===== src/rtl/argmax_seq_ctrl.sv =====
// ---------------------------------------------------------------------------
// argmax_seq_ctrl
//
// Sequential classifier controller at the tail of the fully-connected
// pipeline. A start request walks the final-layer output buffer one word per
// cycle. A single signed comparator keeps a running maximum and the index at
// which it occurred, so the comparator cost does not grow with LAYER_SZ. When
// the walk ends, the winning class index is published with a one-cycle done
// pulse.
//
// Ports
//   clk          in   1        clock, all state updates on the rising edge
//   rst          in   1        synchronous reset, active-high
//   start        in   1        request a classification run (sampled in IDLE)
//   busy         out  1        high from the cycle after an accepted start
//                              through the done cycle
//   rd_en        out  1        output-buffer read enable
//   rd_addr      out  ADDR_W   output-buffer read address (0 when rd_en=0)
//   rd_data      in   SIZE     signed buffer word, valid 1 cycle after rd_en
//   done         out  1        one-cycle pulse: class_out/max_value updated
//   class_valid  out  1        class_out holds the result of the latest run
//   class_out    out  SIZE     winning index zero-extended, all-ones if none
//   max_value    out  SIZE     signed maximum found
// ---------------------------------------------------------------------------
module argmax_seq_ctrl #(
  parameter int SIZE     = 16,
  parameter int LAYER_SZ = 10,
  parameter int ADDR_W   = 4
) (
  input  logic                     clk,
  input  logic                     rst,
  input  logic                     start,
  output logic                     busy,
  output logic                     rd_en,
  output logic [ADDR_W-1:0]        rd_addr,
  input  logic signed [SIZE-1:0]   rd_data,
  output logic                     done,
  output logic                     class_valid,
  output logic [SIZE-1:0]          class_out,
  output logic signed [SIZE-1:0]   max_value
);

  typedef enum logic [1:0] {
    S_IDLE  = 2'd0,
    S_READ  = 2'd1,
    S_FLUSH = 2'd2,
    S_DONE  = 2'd3
  } state_e;

  localparam logic [ADDR_W-1:0]      LAST_ADDR = ADDR_W'(LAYER_SZ - 1);
  localparam logic signed [SIZE-1:0] SIZE_MIN  = {1'b1, {(SIZE-1){1'b0}}};

  // Strict compare: equal values never displace the incumbent, which keeps
  // the lowest index among tied maxima.
  function automatic logic beats(input logic signed [SIZE-1:0] cand,
                                 input logic signed [SIZE-1:0] cur);
    return cand > cur;
  endfunction

  // No strict update during a run means no word exceeded SIZE_MIN; report
  // all-ones instead of an index.
  function automatic logic [SIZE-1:0] class_word(input logic              found,
                                                 input logic [ADDR_W-1:0] idx);
    return found ? SIZE'(idx) : {SIZE{1'b1}};
  endfunction

  // Control registers
  state_e                    state_q, state_d;
  logic                      busy_q, busy_d;
  logic                      rd_en_q, rd_en_d;
  logic [ADDR_W-1:0]         rd_addr_q, rd_addr_d;
  logic                      done_q, done_d;
  logic                      class_valid_q, class_valid_d;
  logic [SIZE-1:0]           class_out_q, class_out_d;
  logic signed [SIZE-1:0]    max_value_q, max_value_d;
  logic                      vld_p1_q;

  // Datapath registers (initialised on every accepted start, no reset)
  logic [ADDR_W-1:0]         addr_p1_q;
  logic signed [SIZE-1:0]    run_max_q, run_max_d;
  logic [ADDR_W-1:0]         run_idx_q, run_idx_d;
  logic                      run_found_q, run_found_d;

  logic                      accept;
  logic                      upd_p1;

  assign accept = (state_q == S_IDLE) && start;
  assign upd_p1 = vld_p1_q && beats(rd_data, run_max_q);

  // Running maximum. In FLUSH the last word is compared here, and the FSM
  // publishes the _d values so DONE already carries the final result.
  always_comb begin
    run_max_d   = run_max_q;
    run_idx_d   = run_idx_q;
    run_found_d = run_found_q;
    if (accept) begin
      run_max_d   = SIZE_MIN;
      run_idx_d   = {ADDR_W{1'b1}};
      run_found_d = 1'b0;
    end else if (upd_p1) begin
      run_max_d   = rd_data;
      run_idx_d   = addr_p1_q;
      run_found_d = 1'b1;
    end
  end

  always_comb begin
    state_d       = state_q;
    busy_d        = busy_q;
    rd_en_d       = 1'b0;
    rd_addr_d     = '0;
    done_d        = 1'b0;
    class_valid_d = class_valid_q;
    class_out_d   = class_out_q;
    max_value_d   = max_value_q;
    unique case (state_q)
      S_IDLE: begin
        busy_d = 1'b0;
        if (start) begin
          state_d       = S_READ;
          busy_d        = 1'b1;
          rd_en_d       = 1'b1;
          rd_addr_d     = '0;
          class_valid_d = 1'b0;
        end
      end
      S_READ: begin
        busy_d = 1'b1;
        if (rd_addr_q == LAST_ADDR) begin
          state_d = S_FLUSH;
        end else begin
          rd_en_d   = 1'b1;
          rd_addr_d = rd_addr_q + 1'b1;
        end
      end
      S_FLUSH: begin
        state_d       = S_DONE;
        busy_d        = 1'b1;
        done_d        = 1'b1;
        class_valid_d = 1'b1;
        class_out_d   = class_word(run_found_d, run_idx_d);
        max_value_d   = run_max_d;
      end
      S_DONE: begin
        state_d = S_IDLE;
        busy_d  = 1'b0;
      end
      default: begin
        state_d = S_IDLE;
        busy_d  = 1'b0;
      end
    endcase
  end

  always_ff @(posedge clk) begin
    if (rst) begin
      state_q       <= S_IDLE;
      busy_q        <= 1'b0;
      rd_en_q       <= 1'b0;
      rd_addr_q     <= '0;
      done_q        <= 1'b0;
      class_valid_q <= 1'b0;
      class_out_q   <= {SIZE{1'b1}};
      max_value_q   <= SIZE_MIN;
      vld_p1_q      <= 1'b0;
    end else begin
      state_q       <= state_d;
      busy_q        <= busy_d;
      rd_en_q       <= rd_en_d;
      rd_addr_q     <= rd_addr_d;
      done_q        <= done_d;
      class_valid_q <= class_valid_d;
      class_out_q   <= class_out_d;
      max_value_q   <= max_value_d;
      // p0 -> p1: read issued this cycle returns data next cycle
      vld_p1_q      <= rd_en_q;
    end
  end

  always_ff @(posedge clk) begin
    // p0 -> p1: address travels with the read so the index matches rd_data
    addr_p1_q   <= rd_addr_q;
    // p1 -> running state
    run_max_q   <= run_max_d;
    run_idx_q   <= run_idx_d;
    run_found_q <= run_found_d;
  end

  assign busy        = busy_q;
  assign rd_en       = rd_en_q;
  assign rd_addr     = rd_addr_q;
  assign done        = done_q;
  assign class_valid = class_valid_q;
  assign class_out   = class_out_q;
  assign max_value   = max_value_q;

endmodule


===== config.mk =====
export PLATFORM = sky130hd
export DESIGN_NAME = argmax_seq_ctrl
export DESIGN_NICKNAME = d
export VERILOG_FILES = /design/src/rtl/argmax_seq_ctrl.sv
export SDC_FILE = /design/constraint.sdc
export NUM_CORES = 1
export LEC_CHECK = 0
export CAP_MARGIN = 20
export CELL_PAD_IN_SITES_DETAIL_PLACEMENT = 1
export CELL_PAD_IN_SITES_GLOBAL_PLACEMENT = 1
export CORE_ASPECT_RATIO = 0.7
export CORE_MARGIN = 2
export CORE_UTILIZATION = 34
export CTS_CLUSTER_DIAMETER = 30
export DETAILED_ROUTE_END_ITERATION = 8
export PLACE_DENSITY = 0.83
export SLEW_MARGIN = 20
export SYNTH_ARGS = -nofsm -noshare
export SYNTH_HDL_FRONTEND = slang
export SYNTH_SLANG_ARGS = --single-unit

===== constraint.sdc =====
create_clock -name clk -period 2.5 [get_ports clk]
set_clock_uncertainty 0.05 [all_clocks]
set_input_delay 0.5 -clock clk [delete_from_list [all_inputs] [get_ports clk]]
set_output_delay 0.5 -clock clk [all_outputs]
set_load 0.03 [all_outputs]

* Word-level counts from Yosys, hierarchy flattened
Index checks and enable logic that the tools add are counted.
** Cells by class
- Equal/unequal tests :: 6
- Reduce and logical (&&, ||, !) cells :: 8
- Bitwise operators :: 1
- Magnitude comparators :: 1
- Multiplexer cells :: 17
- Add/sub/neg operators :: 1
** Operator list (count)
- $mux 16 :: 3
- $gt 16x16->1 :: 1
- $mux 4 :: 2
- $pmux 2 s4 :: 1
- $mux 1 :: 6
- $add 4x1->4 const B :: 1
- $eq 2x2->1 const B :: 2
- $eq 4x4->1 const B :: 1
- $mux 2 :: 2
- $ne 2x2->1 const B :: 2
- $pmux 1 s2 :: 2
- $reduce_and 2->1 :: 2
- $pmux 1 s3 :: 1
- $reduce_or 3->1 :: 1
- $eq 2x1->1 const B :: 1
- $logic_and 1x1->1 :: 2
- $logic_not 2->1 :: 1
- $reduce_bool 2->1 :: 1
- $reduce_or 2->1 :: 1
- $not 1->1 :: 1
** Storage, ports and cells
- Register bits after elaboration :: 68
- Word-level logic and storage cells :: 47
- Input port bits :: 19

* Depth between registers and ports, before layout
Gate-level depths: netlist of run 1.
- Word-level depth :: 5
- Depth in mapped cells :: 10
- Mapped depth without buffers :: 8

* Least setup slack after synthesis of run 1
No wires, ideal clock.
- Path type :: input to register
- Start point :: input port rd_data[15]
- End point :: register max_value_q[5], in the netlist max_value[5]
- Required time :: 2.324 ns
- Arrival time :: 2.262 ns
- Path slack :: 0.062 ns
- Buffers on the path :: 2
- Stages :: 8
- Path through :: ha_1 nand4_2 a2111o_1 a311o_1 buf_2 buf_4 nand4_1 o211ai_1
** On the way
- Cells in the longest elaborated chain, start to end :: 4
** RTL lines
- from (decl) :: line 36 : input logic signed [SIZE-1:0] rd_data,
- $gt 16x16->1 :: line 57 : return cand > cur;
- $logic_and 1x1->1 :: line 88 : assign upd_p1 = vld_p1_q && beats(rd_data, run_max_q);
- $mux 16 :: line 100 : end else if (upd_p1) begin
- $mux 16 :: line 96 : if (accept) begin
- to (signal assigned) :: line 174 : max_value_q <= max_value_d;
- to (decl) :: line 75 : logic signed [SIZE-1:0] max_value_q, max_value_d;
No other way between the ends.
A chain may end at the register's enable or synchronous reset.

* Worst setup path after layout of run 1
- Start point :: input port rd_data[10]
- End point :: register run_max_q[4]
** On the way
- Cells in the longest elaborated chain, start to end :: 4
** RTL lines
- $gt 16x16->1 :: line 57
- $logic_and 1x1->1 :: line 88
- $mux 16 :: line 100
- $mux 16 :: line 96
- net run_max_d[4] :: line 80 : logic signed [SIZE-1:0] run_max_q, run_max_d;
- to (signal assigned) :: line 184 : run_max_q <= run_max_d;
- to (decl) :: line 80
The timed path passes the listed nets, and every way through them passes these cells.

==> results.md, run 1 <==
* Dpl cells at 486
* Crit Path Max Fanout at 15
* Cell mode on critical path: buf_4
* Power Dens Cells at 996.2 mW/mm²
* Slowest-stage cell, CP: o41ai_4
* Final setup fails at 42
* Final WL at roughly 13,000 µm
* Ys Warns at 0
* Ys flop type: dfxtp_1
* Post-Syn Instances at 330
* Synth top cells by count: 57 x dfxtp_1, 37 x nand2_1, 31 x a21oi_1
* Wire length per cell at 24.47 µm
* FF+latch count, synth at 57
* Clock Pin Slew Worst Setup and Hold Paths at approximately 50 ps
* Crit-path cells: clkdlybuf4s15_1 > ha_4 > nand4_1 > buf_4 > o41ai_4 > nor2_2 > and4_4 > buf_4 > o21ai_0 > a21oi_2
* Pin count of the biggest net entering global routing at 31
* Post-DR vias/cell at 5.931
* Post-layout util at 0.5565
* Drt first pass iters at 5
* Average size of a mapped cell at 8.501 µm²
* Outcome: finished with violations
* IO Port Bufs at 58
* Clk root buf: clkbuf_16
* Post-synthesis sequential area ratio at 0.4068
* Starting Density at 0.3533
* H-tree levels at 3
* DR iter-0 viols at 200
* Flop-to-flop setup slack at -230 ps
* Worst hold slack at 361.0 ps
* CTS Buf Count at 9
* Diode count at 0
* Total track usage at 0.2396
* CTS tree: yes
* Worst slew pin tran at ~850 ps
* Chip height at 80.00 µm
* Total power draw at 4.401 mW
* Pleak at 1.600 nW
* Dominant cells by area after synthesis: dfxtp_1 41%, ha_1 9.4%, a21oi_1 5.5%
* Largest area contributor in the netlist: dfxtp_1
* Layout area overhead at 57.49%
* Routed vias at 3,090
* Count of cell types in the netlist at 37
* Critical Path RT at 2630 ps
* Clock sink total at 57
* Hold Vio Cnt, Final at 0
* Failing checks: negative setup slack
* Hold Buf Count CTS at 0
* RSZ-0062 raised after global routing: true
* Worst hold-check path type: reg2reg
* Crit path kind: in2reg
* CP max stage delay at ~380 ps
* Detailed placement HPWL at approximately 5800 µm
* Core Area at approximately 0.0079 mm²
* Mapped Nets at 370
* Post-synth EDFFs at 0
* ANT nets after route at 0
* Period utilization at 1.107
* GPL Wtd Cong at 0.8477
* Initial antenna violation count at 0
* Global-route wire length before repair at 16,330 µm
* Final worst setup slack at -266.7 ps
* # IOs at 59
* Max-cap violations at 0
* Number of remaining DRC errors at 0
* Top cell type's share of synthesized area at 0.4068
* Vias in the first global route at ~3,100
* Die Wd at roughly 110 µm
* # rows at 27
* Post-synth ARST share at 0
* Ratio of cells with drive above 1 in the final layout at 0.2929
* Rel. slew slack at 0.4341
* CP endpoint kind: flip-flop
* Worst vdd ir at 0.0005559 V
* Slew Viols, Final at 0
* Setup TNS at -6626 ps
* Die area at 0.009005 mm²
* Fmax at 361.4 MHz
* Total grt overflow at 0
* Final min period at roughly 2800 ps
* Final net count at 456
* Count leader, synth: dfxtp_1
* Clk Latency, worst-skew pair at 340 ps
* Type of origin of the critical path: primary input
* CTS Buffer Depth at 2
* Post-synthesis cell area at 0.002805 mm²
* Critical Path AT at ~2900 ps
* Non-Filler Instances at approximately 520
[layout make-up]
| type | instances | area, µm² |
|---|---|---|
| Clock inverter | 3 | 40.04 |
| Clock buffer | 12 | 256.5 |
| Sequential cell | 57 | 1151 |
| Inverter | 20 | 75.07 |
| Tap cell | 101 | 126.4 |
| Timing Repair Buffer | 106 | 1064 |
| Fill cell | 896 | 3521 |
| Multi-Input combinational cell | 222 | 1705 |
[cell usage in the layout, fill, tap and decap left out, types with 8 or more instances in the layout]
cell type,instances
a21oi_2,12
inv_1,19
buf_6,8
nand3_1,16
dlygate4sd2_1,8
buf_4,28
dfxtp_1,49
nand4_1,19
nor2_1,10
a21oi_1,19
o211ai_1,15
clkbuf_16,11
dfxtp_2,8
ha_4,12
ha_1,8
nand2_1,37
clkdlybuf4s50_1,42
o21ai_0,16
[stage by stage]
stage                     setup WS, ps  cell area, µm²
after floorplan                  61.92            2805
after global placement          -430.0            3558
after detailed placement        -573.6            3558
after CTS                       -81.51            4120
after global routing            -310.5            4418
final                           -266.7            4418
[power by group]
group / internal, mW / switching, mW / total [mW]
sequential: 1.10 / 0.171 / 1.27
clock: 0.817 / 0.459 / 1.28
combinational: 0.772 / 1.08 / 1.85
[timing repair]
item                                    in CTS  in global routing
resized for setup                           48                 60
setup buffers                                9                  4
endpoints found under the setup margin      42                 42
pin swaps                                   20                 21
cloned                                       1                  7
[flip-flops by register name, summed over array words and instances, names as in the netlist, 2 cells and up]
signal / flops
max_value: 16
run_max_q: 16
class_out: 5
addr_p1_q: 4
rd_addr: 4
run_idx_q: 4
state_q: 2
[kinds of logic (layout without fill, tap and decap cells)]
group,Yosys count,after routing,share of synthesized area
DFF,57,57,0.4068
adders and majority gates,21,21,0.09367
AOI/OAI and AO/OA,81,81,0.1891
buffers and inverters,51,141,0.08965
and+or+nand+nor,118,118,0.2145
xor gates and xnor gates,2,2,0.006246
[metal layers]
layer	vias up	track usage	wire, µm
met5	-	0	0
met4	0	0.1037	572
met3	49	0.06606	777
met2	172	0.4036	6114
met1	1522	0.2886	5286
li1	1347	-	-
[path summary, 6_finish.rpt]
check,start,end,cells after the start
setup / recovery,rd_data[10],run_max_q[4],10
hold / removal,rd_addr[1],addr_p1_q[1],0
setup reg to reg,run_max_q[8],run_max_q[4],10
hold reg to reg,rd_addr[1],addr_p1_q[1],0
[worst max-delay path: cells and delay by family]
| family | cells | cell delay [ps] |
|---|---|---|
| simple gates | 3 | 520 |
| buf+inv | 3 | 690 |
| compound gates | 3 | 830 |
| fa+ha+maj | 1 | 330 |
(Power assumes the default switching activity.)
==> inputs of run 2 (changes only) <==
Settings changed: CORE_UTILIZATION 34 to 41, CTS_CLUSTER_SIZE from default to 40, PLACE_DENSITY 0.83 to 0.92.
Clock period 2.5 ns to 3.5 ns, I/O delays scaled along.
==> results.md, run 2 (same netlist as run 1, synthesis figures left out) <==
* Vias in the first global route at 2,867
* Clock Pin Slew Worst Setup and Hold Paths at 70 ps
* Type of origin of the critical path: primary input
* Routed vias at 2,717
* Detailed placement HPWL at 5892 µm
* Initial antenna violation count at 0
* Worst slew pin tran at 743.2 ps
* Starting Density at 0.4191
* Hold Buf Count CTS at 0
* IO Port Bufs at 58
* Fmax at 328.9 MHz
* Global-route wire length before repair at 14,650 µm
* Period utilization at 0.8686
* Die area at 0.007530 mm²
* CTS Buf Count at 9
* Number of remaining DRC errors at 0
* Post-layout util at 0.5456
* Clock sink total at 57
* Final min period at roughly 3000 ps
* Drt first pass iters at 4
* ANT nets after route at 0
* Clk Latency, worst-skew pair at 360 ps
* Final net count at 421
* H-tree levels at 3
* Most frequent cells in the layout: 58 x clkdlybuf4s50_1, 57 x dfxtp_1, 37 x nand2_1, 31 x a21oi_1, 23 x nand3_1
* Final WL at 8815 µm
* Critical Path AT at around 3200 ps
* Die Wd at 102.9 µm
* Total grt overflow at 0
* CP max stage delay at 450 ps
* Crit path kind: in2reg
* Max-cap violations at 0
* Total track usage at 0.2591
* Critical Path RT at 3680 ps
* DR iter-0 viols at 175
* CTS Buffer Depth at 2
* GPL Wtd Cong at 0.7707
* Layout area overhead at 30.20%
* Pin count of the biggest net entering global routing at 31
* # Post-CTS Setup Buffers at 0
* Dpl cells at 464
* CP endpoint kind: flip-flop
* Buf+Inv Stages, Crit Path at 2
* Rel. slew slack at 0.5045
* Post-CTS sizing at 0
* Outcome: complete, no violations
* Diode count at 0
* # IOs at roughly 60
* Commonest non-fill, non-tap cell in the layout: clkdlybuf4s50_1
* Chip height at 73.21 µm
* Worst hold-check path type: reg2reg
* Crit Path Max Fanout at 12
* RSZ-0062 raised after global routing: false
* # rows at 25
* Worst vdd ir at 0.0002307 V
* Hold Vio Cnt, Final at 0
* CTS tree: yes
* Slew Viols, Final at 0
* Non-Filler Instances at 480
* Dpl cell area at around 0.0034 mm²
* Finished Cell Area at 0.003652 mm²
* Crit-path cells: clkdlybuf4s50_1 > ha_1 > nand4_2 > o41ai_4 > nor2_1 > and4_1 > nor2_4 > buf_4 > o211ai_1
* Total power draw at roughly 2.5 mW
* Post-DR vias/cell at 5.660
* Setup TNS at 0 ps
* Slowest-stage cell, CP: clkdlybuf4s50_1
* Ratio of cells with drive above 1 in the final layout at 0.09067
* Pleak at 1.292 nW
* Final setup fails at 0
* Clk root buf: clkbuf_8
* Wire length per cell at 18.36 µm
* Cell class contributing the biggest share of worst-path delay: simple AND/OR/NAND/NOR gates
* Power Dens Cells at 671.3 mW/mm²
* Core Area at approximately 0.0067 mm²
[run 2: changes by cell type in the layout (fill, tap and decap cells not counted), moves of 11 or more]
| cell | previous run | this run |
|---|---|---|
| a21oi_2 | 12 | 0 |
| ha_1 | 8 | 21 |
| a21oi_1 | 19 | 31 |
| buf_4 | 28 | 13 |
| clkbuf_16 | 11 | 0 |
| clkdlybuf4s50_1 | 42 | 58 |
| ha_4 | 12 | 0 |
[run 2: cell type report]
| class | instances | area (µm²) |
|---|---|---|
| inverters | 20 | 75.07 |
| flip-flops and latches | 57 | 1141 |
| repair buffers | 71 | 678.2 |
| clock inverters | 6 | 90.09 |
| well taps | 94 | 117.6 |
| multi-input cells | 222 | 1413 |
| fillers | 805 | 3042 |
| clock buffers | 10 | 137.6 |
[run 2: where the power goes]
| part | total [mW] | internal [mW] | switching, mW |
|---|---|---|---|
| Combinational | 0.859 | 0.310 | 0.548 |
| Clock | 0.720 | 0.422 | 0.298 |
| Sequential | 0.873 | 0.778 | 0.0950 |
| Total | 2.45 | 1.51 | 0.941 |
[run 2: per-stage QoR]
step	setup slack [ps]	hold slack, ps
global route	355.4	375.0
detailed placement	167.4	350.5
global placement	333.4	341.6
finish	459.9	357.3
CTS	479.2	359.2
floorplan	861.9	403.0
[run 2: worst reg2reg max path, stage by stage (launching register included)]
cell,delay [ps]
dfxtp_1,340
inv_1,50
ha_1,380
nand4_2,210
o41ai_4,430
nor2_1,110
and4_1,270
nor2_4,240
buf_4,260
o211ai_1,140
[run 2: path summary, 6_finish.rpt]
kind,from,endpoint,slack (ps),depth (start not counted)
min,rd_addr[3],addr_p1_q[3],360,0
min reg2reg,rd_addr[3],addr_p1_q[3],360,0
max,rd_data[15],max_value[14],460,9
max reg2reg,run_max_q[15],max_value[14],900,9
[run 2: layer usage]
layer	vias to the layer above	GRT usage	wire length, µm
met5	-	0	0
met4	0	0.08187	118
met3	13	0.08716	533
met2	97	0.4190	4218
met1	1332	0.3284	3945
li1	1275	-	-
